### src/rtl/core_host_pkg.sv
// Shared types and default sizing for the core host controller.
package core_host_pkg;

  localparam int AW_DEF      = 8;
  localparam int CW_DEF      = 16;
  localparam int TIMEOUT_DEF = 4096;

  typedef enum logic [2:0] {
    S_IDLE,
    S_LOAD,
    S_RSTC,
    S_REQ,
    S_RUN,
    S_RDBK,
    S_DONE
  } state_t;

endpackage

### src/rtl/sat_counter.sv
// Up-counter with synchronous clear that stops at a programmable terminal value.
module sat_counter #(
  parameter int W = 8
) (
  input  logic         clk,
  input  logic         i_clr,
  input  logic         i_en,
  input  logic [W-1:0] i_term,
  output logic [W-1:0] o_cnt,
  output logic         o_tc
);

  logic [W-1:0] r_cnt;

  always_ff @(posedge clk) begin
    if (i_clr) begin
      r_cnt <= '0;
    end else if (i_en && !o_tc) begin
      r_cnt <= r_cnt + W'(1);
    end
  end

  assign o_cnt = r_cnt;
  assign o_tc  = (r_cnt == i_term);

endmodule

### src/rtl/core_host_ctrl.sv
// Host-side run controller: preload core data memory, run the core with a
// cycle budget, then stream a window of data memory back out.
module core_host_ctrl
  import core_host_pkg::*;
#(
  parameter int AW      = AW_DEF,
  parameter int CW      = CW_DEF,
  parameter int RST_CYC = 2,
  parameter int TIMEOUT = TIMEOUT_DEF
) (
  input  logic          clk,
  input  logic          reset,
  input  logic          start,
  input  logic [7:0]    ld_len,
  input  logic [AW-1:0] rb_base,
  input  logic [7:0]    rb_len,
  input  logic [7:0]    ld_data,
  input  logic          ld_valid,
  output logic          ld_ready,
  output logic [7:0]    rb_data,
  output logic          rb_valid,
  input  logic          rb_ready,
  output logic [AW-1:0] mem_addr,
  output logic [7:0]    mem_wdata,
  output logic          mem_we,
  input  logic [7:0]    mem_rdata,
  output logic          core_reset,
  output logic          core_req,
  input  logic          core_done,
  output logic          busy,
  output logic          finished,
  output logic          timed_out,
  output logic [CW-1:0] cycles
);

  state_t          r_state, w_next;
  logic [7:0]      r_ld_len, r_rb_len;
  logic [AW-1:0]   r_rb_base;
  logic            r_timed_out, r_finished;
  logic            w_accept, w_set_to;

  logic [7:0]      w_idx, w_idx_term;
  logic            w_idx_clr, w_idx_en, w_idx_tc;
  logic [CW-1:0]   w_cyc;
  logic            w_cyc_en, w_cyc_tc;

  assign w_accept = (r_state == S_IDLE) && start;

  // One counter serves LOAD index, RSTC hold and RDBK index; it restarts on every state change.
  assign w_idx_clr  = reset || (w_next != r_state);
  assign w_idx_en   = ((r_state == S_LOAD) && ld_valid) || (r_state == S_RSTC) ||
                      ((r_state == S_RDBK) && rb_ready);
  assign w_idx_term = (r_state == S_LOAD) ? r_ld_len - 8'd1 :
                      (r_state == S_RSTC) ? 8'(RST_CYC - 1) : r_rb_len - 8'd1;

  sat_counter #(.W(8)) u_idx (
    .clk    (clk),
    .i_clr  (w_idx_clr),
    .i_en   (w_idx_en),
    .i_term (w_idx_term),
    .o_cnt  (w_idx),
    .o_tc   (w_idx_tc)
  );

  assign w_cyc_en = (r_state == S_RUN) && !core_done;

  sat_counter #(.W(CW)) u_cyc (
    .clk    (clk),
    .i_clr  (reset || w_accept),
    .i_en   (w_cyc_en),
    .i_term (CW'(TIMEOUT)),
    .o_cnt  (w_cyc),
    .o_tc   (w_cyc_tc)
  );

  always_ff @(posedge clk) begin
    if (reset) begin
      r_state     <= S_IDLE;
      r_ld_len    <= '0;
      r_rb_len    <= '0;
      r_rb_base   <= '0;
      r_timed_out <= 1'b0;
      r_finished  <= 1'b0;
    end else begin
      r_state    <= w_next;
      r_finished <= (r_state == S_DONE);
      if (w_accept) begin
        r_ld_len    <= ld_len;
        r_rb_len    <= rb_len;
        r_rb_base   <= rb_base;
        r_timed_out <= 1'b0;
      end else if (w_set_to) begin
        r_timed_out <= 1'b1;
      end
    end
  end

  always_comb begin
    w_next     = r_state;
    core_reset = 1'b1;
    core_req   = 1'b0;
    ld_ready   = 1'b0;
    mem_we     = 1'b0;
    mem_addr   = '0;
    mem_wdata  = '0;
    rb_valid   = 1'b0;
    rb_data    = '0;
    w_set_to   = 1'b0;
    case (r_state)
      S_IDLE: begin
        if (start) w_next = (ld_len != 8'd0) ? S_LOAD : S_RSTC;
      end
      S_LOAD: begin
        ld_ready = 1'b1;
        mem_addr = AW'(w_idx);
        if (ld_valid) begin
          mem_we    = 1'b1;
          mem_wdata = ld_data;
          if (w_idx_tc) w_next = S_RSTC;
        end
      end
      S_RSTC: begin
        if (w_idx_tc) w_next = S_REQ;
      end
      S_REQ: begin
        core_reset = 1'b0;
        core_req   = 1'b1;
        w_next     = S_RUN;
      end
      S_RUN: begin
        core_reset = 1'b0;
        // done wins over a count that has already saturated at TIMEOUT
        if (core_done) begin
          w_next = (r_rb_len != 8'd0) ? S_RDBK : S_DONE;
        end else if (w_cyc_tc) begin
          w_set_to = 1'b1;
          w_next   = S_DONE;
        end
      end
      S_RDBK: begin
        mem_addr = r_rb_base + AW'(w_idx);
        rb_valid = 1'b1;
        rb_data  = mem_rdata;
        if (rb_ready && w_idx_tc) w_next = S_DONE;
      end
      S_DONE: begin
        w_next = S_IDLE;
      end
      default: begin
        w_next = S_IDLE;
      end
    endcase
  end

  assign busy      = (r_state != S_IDLE);
  assign finished  = r_finished;
  assign timed_out = r_timed_out;
  assign cycles    = w_cyc;

endmodule
### config.mk
export PLATFORM = sky130hd
export DESIGN_NAME = core_host_ctrl
export DESIGN_NICKNAME = d
export VERILOG_FILES = /design/src/rtl/core_host_pkg.sv /design/src/rtl/sat_counter.sv /design/src/rtl/core_host_ctrl.sv
export SDC_FILE = /design/constraint.sdc
export NUM_CORES = 1
export LEC_CHECK = 0
export ABC_AREA = 1
export CAP_MARGIN = 20
export CELL_PAD_IN_SITES_DETAIL_PLACEMENT = 2
export CELL_PAD_IN_SITES_GLOBAL_PLACEMENT = 2
export CORE_ASPECT_RATIO = 1.75
export CORE_MARGIN = 2
export CORE_UTILIZATION = 27
export CTS_CLUSTER_DIAMETER = 60
export DETAILED_ROUTE_END_ITERATION = 6
export GPL_ROUTABILITY_DRIVEN = 0
export GPL_TIMING_DRIVEN = 0
export HOLD_SLACK_MARGIN = 0.1
export PLACE_DENSITY = 0.93
export SETUP_SLACK_MARGIN = 0.3
export SLEW_MARGIN = 20
export SYNTH_ARGS = -nofsm -noshare
export SYNTH_HDL_FRONTEND = slang
export SYNTH_SLANG_ARGS = --single-unit
### constraint.sdc
create_clock -name clk -period 2.7 [get_ports clk]
set_input_delay 0.27 -clock clk [delete_from_list [all_inputs] [get_ports clk]]
set_output_delay 0.27 -clock clk [all_outputs]
set_load 0.1 [all_outputs]
==> results.cfg <==
[worst_setup_path]
critical_path.max_stage_delay_ns = 0.40
r2r-start = r_rb_len[2]
cp-end-kind = output pin
r2r_cells = 15
worstPathArrival_ns = 2.46
crit_fanout = 4
start_kind = register
path_delay_family = compound AO/OA/AOI/OAI gates
cp.required_ns = 2.43
r2r-end = u_idx.o_cnt[3]
reg2reg_slack_ns = 0.22
worstPathCellList = ha_4 > a21oi_2 > nand2_2 > nand2_2 > nand2_2 > a21oi_2 > nor2_2 > o21ai_1 > nand2_1 > a21oi_2 > o21ai_1 > o21ai_2 > buf_12
critical_path_class = reg -> out
cp_num_buf_inv = 1
cpMaxStageDelayCell = dfxtp_4

[finish]
fin_cells = 836
area_growth_pct = 52.6
final_core_util = 0.423
antenna_cells = 0
nets = 727
drive_gt1_frac = 0.234
fillCellCount = 1483

[clock_tree]
cts_made_buffers = 5
htree_levels = 2
clock_path_buffers = 2
cts_hold_buffers = 0
clkTransAtPathRegs_ns = 0.08
cts_tree = built
cts-root-buf = clkbuf_16
worstSkewPairLatency_ns = 0.30
clkSinkCount = 53

[detailed_routing]
firstDrtPassIters = 4
routed_wirelength_um = 19300
vias_per_cell = 5.33
vias = 4459
ant_nets = 0
wire_per_inst_um = 23.0
drtIter0Drc = 114
drc = 0

[global_routing]
grt_max_degree = 16
grt_overflow = 0
antenna_found_initial = 0
use_met1 = 0.216
grtUsageMet3 = 0.0312
grt_busiest_layer = met2
grt.total_usage = 0.243
grtUsageMet2 = 0.509
grt_pass1_vias = 4975
grt_pass1_wl_um = 26700

[logic_synthesis]
synth_cell_types = 36
synth_nets = 611
ys_seq_elements = 53
avgSynthCellArea_sq_um = 6.33
synth_top_area_cell = dfxtp_1
ys.flop_type = dfxtp_1
yosysTopAreaCellShare = 0.304
synth_area_leaders = dfxtp_1 (30%), nand2_1 (14%), inv_1 (8.6%), nand3_1 (7.8%), a21oi_1 (6.6%)
yosysSeqAreaShare = 0.304
ys_warn_count = 0
synth_area_sq_um = 3490
async_flop_share = 0
synthCells = 551
synth-edff-count = 0

[min_path]
min_from = timed_out
hold_path.class = reg -> reg
whs_path_depth = 1
whs_endpoint = timed_out

[place]
hpwl_um = 12500
portBuffers = 91
dp.cells = 810

[sta]
setup_ws_ns = -0.0306
final_max_slew_viol_count = 0
hold_slack_ns = 0.488
hold_viol = 0
setup_viol = 1
min_period_ns = 2.73
slew-limit-headroom = 0.335
max_freq_mhz = 366
tightest_slew_ns = 0.994
skew_ns = 0.00841
fin_setup_tns_ns = -0.0306
rsz0062_at_grt = true
post-route-period-util = 1.01

[die]
rows = 54
die_w_um = 89.9
start_util = 0.277
die_h_um = 154
coreArea_sq_um = 12600
io_pins = 94
die_area_sq_um = 13900

[run_status]
violations = setup timing
status = complete, but fails checks

[power_and_ir_drop]
total_power_mw = 2.22
ir_drop_uv = 269
power.leakage_nw = 2.19
p_per_area_nw_per_um2 = 417

[flow_run]
drv_cap = 0
-- sequential cells by signal (all words and copies together) (netlist names) --
name,count
u_idx.o_cnt,8
r_rb_len,8
r_state,3
timed_out,1
r_rb_base,8
finished,1
r_ld_len,8
u_cyc.o_cnt,16
-- cell type report --
cell class	count	area [sq um]	share of cell area
multi-input cells	399	2380	0.447
flip-flops and latches	53	1100	0.207
repair buffers	108	1040	0.195
inverters	83	322	0.0604
well taps	168	210	0.0395
clock buffers	7	143	0.0268
plain buffers	17	93.8	0.0176
clock inverters	1	30.0	0.00564
-- cells by family (layout without fill, tap and decap cells) --
| group | count (synthesis) | count (layout) | synth area share |
|---|---|---|---|
| compound gates | 95 | 95 | 0.144 |
| fa+ha+maj | 14 | 14 | 0.0524 |
| simple gates | 280 | 281 | 0.362 |
| xor+xnor | 9 | 9 | 0.0226 |
| flops | 53 | 53 | 0.304 |
| buf+inv | 100 | 216 | 0.115 |
-- repair_timing --
action,in CTS,in global routing
resized for setup,171,67
endpoints found under the setup margin,38,30
setup buffers,4,13
pin swaps,8,21
gates cloned,0,1
-- power by group --
part	switching [mW]	internal (mW)	total (mW)	leakage (nW)
sequential	0.0347	0.809	0.843	0.445
combinational	0.402	0.195	0.597	1.67
clock	0.315	0.465	0.780	0.0841
-- layer usage --
| layer | up-vias | wire [um] |
|---|---|---|
| li1 | 2019 | - |
| met1 | 2212 | 6270 |
| met2 | 166 | 11100 |
| met3 | 62 | 648 |
| met4 | 0 | 1280 |
| met5 | - | 0 |
-- synth_stat cells, types with 2 or more instances --
library cell,number
xnor2_1,2
o21ai_0,36
buf_1,3
nor2_1,56
nor2_2,2
nand4_1,11
o22ai_1,3
nor2_4,2
a21oi_1,46
inv_1,80
dfxtp_1,53
and3_1,2
nand2_1,127
o21a_1,3
clkbuf_1,9
nand3_1,54
xor2_1,7
nand3_2,2
ha_1,13
buf_6,3
nor3b_1,3
buf_2,2
nand2_2,2
nor3_1,13
inv_2,3
nor4_1,3
o21ai_1,2
-- through the flow --
stage | setup slack [ns] | cell area, sq um
after floorplan | 0.111 | 3650
final | -0.0306 | 5320
after detailed placement | -0.970 | 4770
after global placement | -0.754 | 4770
after global routing | -0.0949 | 5320
after CTS | 0.106 | 5010
-- how the worst max path moves through the flow --
stage | end | slack [ns] | from | cells after the start
after floorplan | mem_wdata[0] | 0.11 | r_state[2] | 5
after global placement | mem_addr[7] | -0.75 | u_idx.o_cnt[2] | 13
after detailed placement | mem_addr[7] | -0.97 | u_idx.o_cnt[2] | 13
after CTS | mem_addr[7] | 0.11 | u_idx.o_cnt[1] | 13
after global routing | mem_addr[7] | -0.09 | u_idx.o_cnt[2] | 13
final | mem_addr[7] | -0.03 | u_idx.o_cnt[2] | 13
-- cells in the final DEF, fill, tap and decap left out, types with 9 or more instances in the layout --
cell type and count:
nand2_1 118, nor3_1 9, nor2_4 15, a21oi_1 43
nand2_2 11, buf_6 9, buf_2 11, nand3_1 51
nand4_1 11, clkbuf_1 9, o21ai_0 28, nor2_1 39
dfxtp_1 31, inv_1 71, dfxtp_2 16, buf_4 20
clkdlybuf4s50_1 61, inv_2 9
-- worst reg2reg max path: stages, from the launching register on --
cell,delay (ns)
dfxtp_1,0.37
nor2_1,0.32
nand2_1,0.15
o21ai_0,0.19
nand3_1,0.14
nand2_1,0.10
nand2_1,0.06
nand2_1,0.09
nand2_1,0.11
nor2_4,0.23
nand2_4,0.16
buf_4,0.18
nand3_1,0.07
nand2_1,0.08
inv_1,0.08
nor2_2,0.06
Note: power is estimated with default switching activity, not from simulation.
